`config.mk`:
```
export PLATFORM = sky130hd
export DESIGN_NAME = otp_letter_encoder
export DESIGN_NICKNAME = d
export VERILOG_FILES = /design/src/rtl/otp_letter_encoder.sv
export SDC_FILE = /design/constraint.sdc
export NUM_CORES = 1
export LEC_CHECK = 0
export BUFFER_PORTS_ARGS = -buffer_cell sky130_fd_sc_hd__buf_4
export CORE_MARGIN = 2
export CORE_UTILIZATION = 50
export CTS_CLUSTER_SIZE = 10
export DETAILED_ROUTE_END_ITERATION = 12
export PLACE_DENSITY = 0.82
export SKIP_CTS_REPAIR_TIMING = 1
export SLEW_MARGIN = 15
export SYNTH_ARGS = -nofsm -noshare
export SYNTH_HDL_FRONTEND = slang
export SYNTH_SLANG_ARGS = --single-unit
```
`constraint.sdc`:
```
create_clock -name clk -period 2.46 [get_ports clk]
set_input_delay 0.492 -clock clk [delete_from_list [all_inputs] [get_ports clk]]
set_output_delay 0.492 -clock clk [all_outputs]
set_load 0.02 [all_outputs]
```
`src/rtl/otp_letter_encoder.sv`:
```
// otp_letter_encoder: debounced letter-commit producer for display_decoder.
// Samples a 5-bit letter code on a clean button press, draws a one-time-pad
// key from an 8-bit LFSR and presents encrypted/decrypted codes (mod 27)
// together with a single-cycle enable strobe.
module otp_letter_encoder #(
  parameter logic [19:0] DEBOUNCE_CYCLES = 20'd500000,
  parameter logic [7:0]  SEED            = 8'hA5
) (
  input  logic       clk,
  input  logic       rst,
  input  logic       button,
  input  logic [4:0] switch_val_in,
  output logic [4:0] encrypted_text,
  output logic [4:0] decrypted_text,
  output logic       enable,
  output logic [2:0] letter_index,
  output logic       busy,
  output logic       input_error
);

  localparam logic [2:0] ST_IDLE     = 3'd0;
  localparam logic [2:0] ST_ENC      = 3'd1;
  localparam logic [2:0] ST_DEC      = 3'd2;
  localparam logic [2:0] ST_STROBE   = 3'd3;
  localparam logic [2:0] ST_CLEAR    = 3'd4;
  localparam logic [2:0] ST_WAIT_REL = 3'd5;

  logic        sync1_q, sync1_d;
  logic        sync2_q, sync2_d;
  logic        stable_q, stable_d;
  logic        stable_prev_q, stable_prev_d;
  logic [19:0] cnt_q, cnt_d;
  logic [2:0]  state_q, state_d;
  logic [7:0]  lfsr_q, lfsr_d;
  logic [4:0]  plain_q, plain_d;
  logic [4:0]  key_q, key_d;
  logic [4:0]  enc_q, enc_d;
  logic [4:0]  enc_out_q, enc_out_d;
  logic [4:0]  dec_out_q, dec_out_d;
  logic [2:0]  letter_index_q, letter_index_d;
  logic        input_error_q, input_error_d;

  logic        press;
  logic [4:0]  lfsr_low;
  logic [4:0]  key_now;
  logic [5:0]  sum;
  logic [5:0]  enc_full;
  logic [5:0]  dec_full;
  logic [7:0]  lfsr_next;

  // Synchronise the raw button and accept a new level only after it has differed from the stable level long enough
  always_comb begin
    sync1_d       = button;
    sync2_d       = sync1_q;
    stable_d      = stable_q;
    cnt_d         = cnt_q;
    stable_prev_d = stable_q;
    if (sync2_q == stable_q) begin
      cnt_d = 20'd0;
    end else if (cnt_q == DEBOUNCE_CYCLES - 20'd1) begin
      stable_d = sync2_q;
      cnt_d    = 20'd0;
    end else begin
      cnt_d = cnt_q + 20'd1;
    end
  end

  assign press = stable_q & ~stable_prev_q;

  // Key reduction, mod-27 arithmetic and the next LFSR value, kept 6 bits wide so nothing truncates before compares
  always_comb begin
    lfsr_low  = lfsr_q[4:0];
    key_now   = (lfsr_low < 5'd27) ? lfsr_low : (lfsr_low - 5'd27);
    sum       = {1'b0, plain_q} + {1'b0, key_q};
    enc_full  = (sum >= 6'd27) ? (sum - 6'd27) : sum;
    dec_full  = ({1'b0, enc_q} >= {1'b0, key_q}) ? ({1'b0, enc_q} - {1'b0, key_q})
                                                 : ({1'b0, enc_q} + 6'd27 - {1'b0, key_q});
    lfsr_next = {lfsr_q[6:0], lfsr_q[7] ^ lfsr_q[5] ^ lfsr_q[4] ^ lfsr_q[3]};
  end

  // Commit sequencer: sample on press, encrypt, decrypt, strobe, then wait for the button to be released
  always_comb begin
    state_d        = state_q;
    lfsr_d         = lfsr_q;
    plain_d        = plain_q;
    key_d          = key_q;
    enc_d          = enc_q;
    enc_out_d      = enc_out_q;
    dec_out_d      = dec_out_q;
    letter_index_d = letter_index_q;
    input_error_d  = 1'b0;
    case (state_q)
      ST_IDLE: begin
        if (press) begin
          if (letter_index_q == 3'd4) begin
            state_d = ST_CLEAR;
          end else if (switch_val_in > 5'd26) begin
            input_error_d = 1'b1;
            state_d       = ST_WAIT_REL;
          end else begin
            plain_d = switch_val_in;
            key_d   = key_now;
            state_d = ST_ENC;
          end
        end
      end
      ST_ENC: begin
        enc_d   = enc_full[4:0];
        state_d = ST_DEC;
      end
      ST_DEC: begin
        enc_out_d = enc_q;
        dec_out_d = dec_full[4:0];
        state_d   = ST_STROBE;
      end
      ST_STROBE: begin
        letter_index_d = letter_index_q + 3'd1;
        if (letter_index_q < 3'd4) begin
          lfsr_d = lfsr_next;
        end
        state_d = ST_WAIT_REL;
      end
      ST_CLEAR: begin
        letter_index_d = 3'd0;
        state_d        = ST_WAIT_REL;
      end
      ST_WAIT_REL: begin
        if (!stable_q) begin
          state_d = ST_IDLE;
        end
      end
      default: state_d = ST_IDLE;
    endcase
  end

  // State registers with synchronous reset that aborts any commit in flight
  always_ff @(posedge clk) begin
    if (rst) begin
      sync1_q        <= 1'b0;
      sync2_q        <= 1'b0;
      stable_q       <= 1'b0;
      stable_prev_q  <= 1'b0;
      cnt_q          <= 20'd0;
      state_q        <= ST_IDLE;
      lfsr_q         <= SEED;
      plain_q        <= 5'd0;
      key_q          <= 5'd0;
      enc_q          <= 5'd0;
      enc_out_q      <= 5'd0;
      dec_out_q      <= 5'd0;
      letter_index_q <= 3'd0;
      input_error_q  <= 1'b0;
    end else begin
      sync1_q        <= sync1_d;
      sync2_q        <= sync2_d;
      stable_q       <= stable_d;
      stable_prev_q  <= stable_prev_d;
      cnt_q          <= cnt_d;
      state_q        <= state_d;
      lfsr_q         <= lfsr_d;
      plain_q        <= plain_d;
      key_q          <= key_d;
      enc_q          <= enc_d;
      enc_out_q      <= enc_out_d;
      dec_out_q      <= dec_out_d;
      letter_index_q <= letter_index_d;
      input_error_q  <= input_error_d;
    end
  end

  assign encrypted_text = enc_out_q;
  assign decrypted_text = dec_out_q;
  assign enable         = (state_q == ST_STROBE) || (state_q == ST_CLEAR);
  assign busy           = (state_q != ST_IDLE);
  assign letter_index   = letter_index_q;
  assign input_error    = input_error_q;

endmodule
```
==> out/results.tsv <==
stage	metric	value	unit
critical_path	startpoint_type	register	
clock_network	cts.root.buffer_cell	clkbuf_8	
synth	postSynthAreaPerCell	8.28	sq um
pwr	power_frac_comb	1.7	%
die	die_w	87.1	um
critical_path	cp-end-kind	register	
clock_network	clkSlewWorstSetupHoldPaths	0.07	ns
synth	yosys.area.top_type	dfxtp_1	
synth	ys_seq_elements	64	
critical_path	crit_type	reg -> reg	
critical_path	worst-path-max-fanout	4	
die	die_area	7580	sq um
routing	post_drt_wl_per_cell	13.3	um
critical_path	cp_slowest_cell	fa_1	
routing	ant_nets	0	
pwr	peakVddDrop	391	uV
cells_and_area	syn_to_final_growth	13.7	%
synth	syn-cell-area	3450	sq um
timing	relSlewSlack	57.2	%
routing	drt-vias-per-instance	5.45	
critical_path	cp_data_arrival_time	2.64	ns
synth	syn-num-nets	450	
routing	routed_wl	7.02	mm
clock_network	cts_tree	yes	
die	num_rows	30	
die	io_pins	24	
timing	setup_violations	0	
synth	synth_flop_cell	dfxtp_1	
routing	vias	2865	
die	die_y	87.1	um
grt	grt_pass1_wl	11.9	mm
clock_network	htree_levels	3	
grt	grt_overflow	0	
placement	io_buffers	23	
placement	dp.final_hpwl	5.04	mm
clock_network	clock-sinks	64	
synth	yosysUniqueCellTypes	50	
pwr	switching_share	23.0	%
timing	drv_slew	0	
die	core_area	6720	sq um
routing	first_pass_iters	4	
pwr	leakage	1.54	nW
cells_and_area	instances_no_fill	526	
timing	fin_crit	2.39	ns
synth	synth_top_cells_by_area	dfxtp_1 37%, ha_1 7.6%, nor2_1 6.6%	
pwr	p_clk_share	45.6	%
pwr	p_switching	0.453	mW
min_path	hp-class	in -> reg	
timing	period_share	97.2	%
synth	synth.most_common_cell	dfxtp_1	
pwr	sequentialPowerShare	52.7	%
clock_network	clockBufferDepth	2	
timing	max_freq	418	MHz
cells_and_area	drive_gt1_share	13.0	%
timing	skew	0.0130	ns
grt	grt_usage	20.1	%
outcome	outcome	finished clean	
timing	max_slew.worst_pin.slew	0.641	ns
cells_and_area	final.fill_count	591	
timing	finalHoldViolCount	0	
grt	grt_pass1_vias	2784	
critical_path	required	2.71	ns
synth	synthTopCellsByCount	64 x dfxtp_1, 61 x nor2_1, 42 x nand2_1, 32 x a21oi_1, 24 x inv_1	
synth	ys_warn_count	0	
cells_and_area	nNetsFinal	474	
cells_and_area	utilization	58.4	%
synth	async_flop_share	0	%
routing	drtIter0Drc	160	
synth	seq_area_frac_synth	37.1	%
critical_path	crit_chain	ha_1 -> inv_1 -> fa_1 -> inv_1 -> ha_2 -> nand2b_4 -> a31o_4 -> a211o_1 -> a211o_1	
critical_path	cp_slowest_stage_delay	0.50	ns
placement	dp.cells	510	
synth	synth_edf_count	0	
die	start_util	51.4	%
clock_network	numCtsBuffers	9	
pwr	p_int	1.52	mW
clock_network	clkLatencyLatePin	0.36	ns
routing	route.detailed.drc	0	
grt	grt_max_degree	49	
placement	gp_congestion	0.847	
cells_and_area	antennaDiodeCount	0	
run	maxCapViolCount	0	
synth	yosys.area.top_type_share	37.1	%
pwr	power.density	502	nW/um^2
synth	postSynthCellCount	417	
grt	antenna_found_initial	0	
## power groups by stage
stage	registers [mW]	clock network, mW	logic, mW
2_1_floorplan	1.06	0	0.0198
3_3_place_gp	1.06	0	0.0320
3_5_place_dp	1.06	0	0.0326
4_1_cts	1.04	0.908	0.0326
5_1_grt	1.04	0.957	0.0360
6_report	1.04	0.899	0.0327
## registers in the layout, summed over array words and instances, names as in the netlist, 3 cells and up
name            count
cnt_q              20
decrypted_text      5
enc_q               5
encrypted_text      5
key_q               5
letter_index        3
lfsr_q              8
plain_q             5
state_q             3
## layout make-up
cell class | count | area (sq um) | share of cell area [%]
clock buffers | 9 | 124 | 3.16
clock inverters | 7 | 72.6 | 1.85
inverters | 24 | 90.1 | 2.30
multi-input cells | 313 | 2040 | 51.9
flip-flops and latches | 64 | 1280 | 32.7
well taps | 80 | 100 | 2.55
repair buffers | 29 | 218 | 5.55
## per-stage QoR
step	worst slack, ns	TNS [ns]	power (mW)	cell area [sq um]	hold slack, ns
finish	0.0685	0	1.97	3930	0.361
global route	-0.0360	-0.0577	2.03	3930	0.356
CTS	-0.0413	-0.0704	1.98	3880	0.359
detailed placement	-0.0384	-0.0653	1.09	3680	0.434
global placement	0.0807	0	1.09	3680	0.427
floorplan	0.0441	0	1.08	3450	0.414
## metal layers
metal | track usage [%] | part of all wire [%]
met1 | 22.5 | 45
met2 | 35.3 | 49
met3 | 6.45 | 4.0
met4 | 7.67 | 1.9
met5 | 0 | 0
## worst max-delay path, delay by kind of cell, from the launching register on
| family | cells | cell delay (ns) |
|---|---|---|
| buffers and inverters | 2 | 0.12 |
| AOI/OAI and AO/OA | 3 | 0.80 |
| and+or+nand+nor | 1 | 0.15 |
| adders and majority gates | 3 | 0.88 |
| DFF | 1 | 0.33 |
## path summary, 6_finish.rpt
| kind | startpoint | endpoint | slack [ns] | depth (start not counted) |
|---|---|---|---|---|
| max | key_q[0]$_SDFFE_PP0P_ | enc_q[0]$_SDFFE_PP0P_ | 0.07 | 9 |
| min | button | sync1_q$_SDFF_PP0_ | 0.36 | 2 |
| max reg2reg | key_q[0]$_SDFFE_PP0P_ | enc_q[0]$_SDFFE_PP0P_ | 0.07 | 9 |
| min reg2reg | sync1_q$_SDFF_PP0_ | sync2_q$_SDFF_PP0_ | 0.44 | 1 |
## logic make-up (layout without fill, tap and decap cells)
| kind of cell | after synthesis | after routing | share of synthesized area (%) |
|---|---|---|---|
| AOI/OAI and AO/OA | 78 | 78 | 14.4 |
| xor gates and xnor gates | 30 | 30 | 7.61 |
| DFF | 64 | 64 | 37.1 |
| and+or+nand+nor | 172 | 172 | 23.5 |
| buffers and inverters | 40 | 69 | 5.08 |
| muxes | 8 | 8 | 2.36 |
| adders and majority gates | 25 | 25 | 9.93 |
## placed cells by master, fill, tap and decap left out, drive strengths merged, types with 12 or more instances in the layout
cell type	count
dfxtp	64
nor2	61
nand2	42
a21oi	33
buf	29
inv	24
ha	21
xnor2	15
xor2	15
nor3	12
Power figures use the tool's default switching activity.
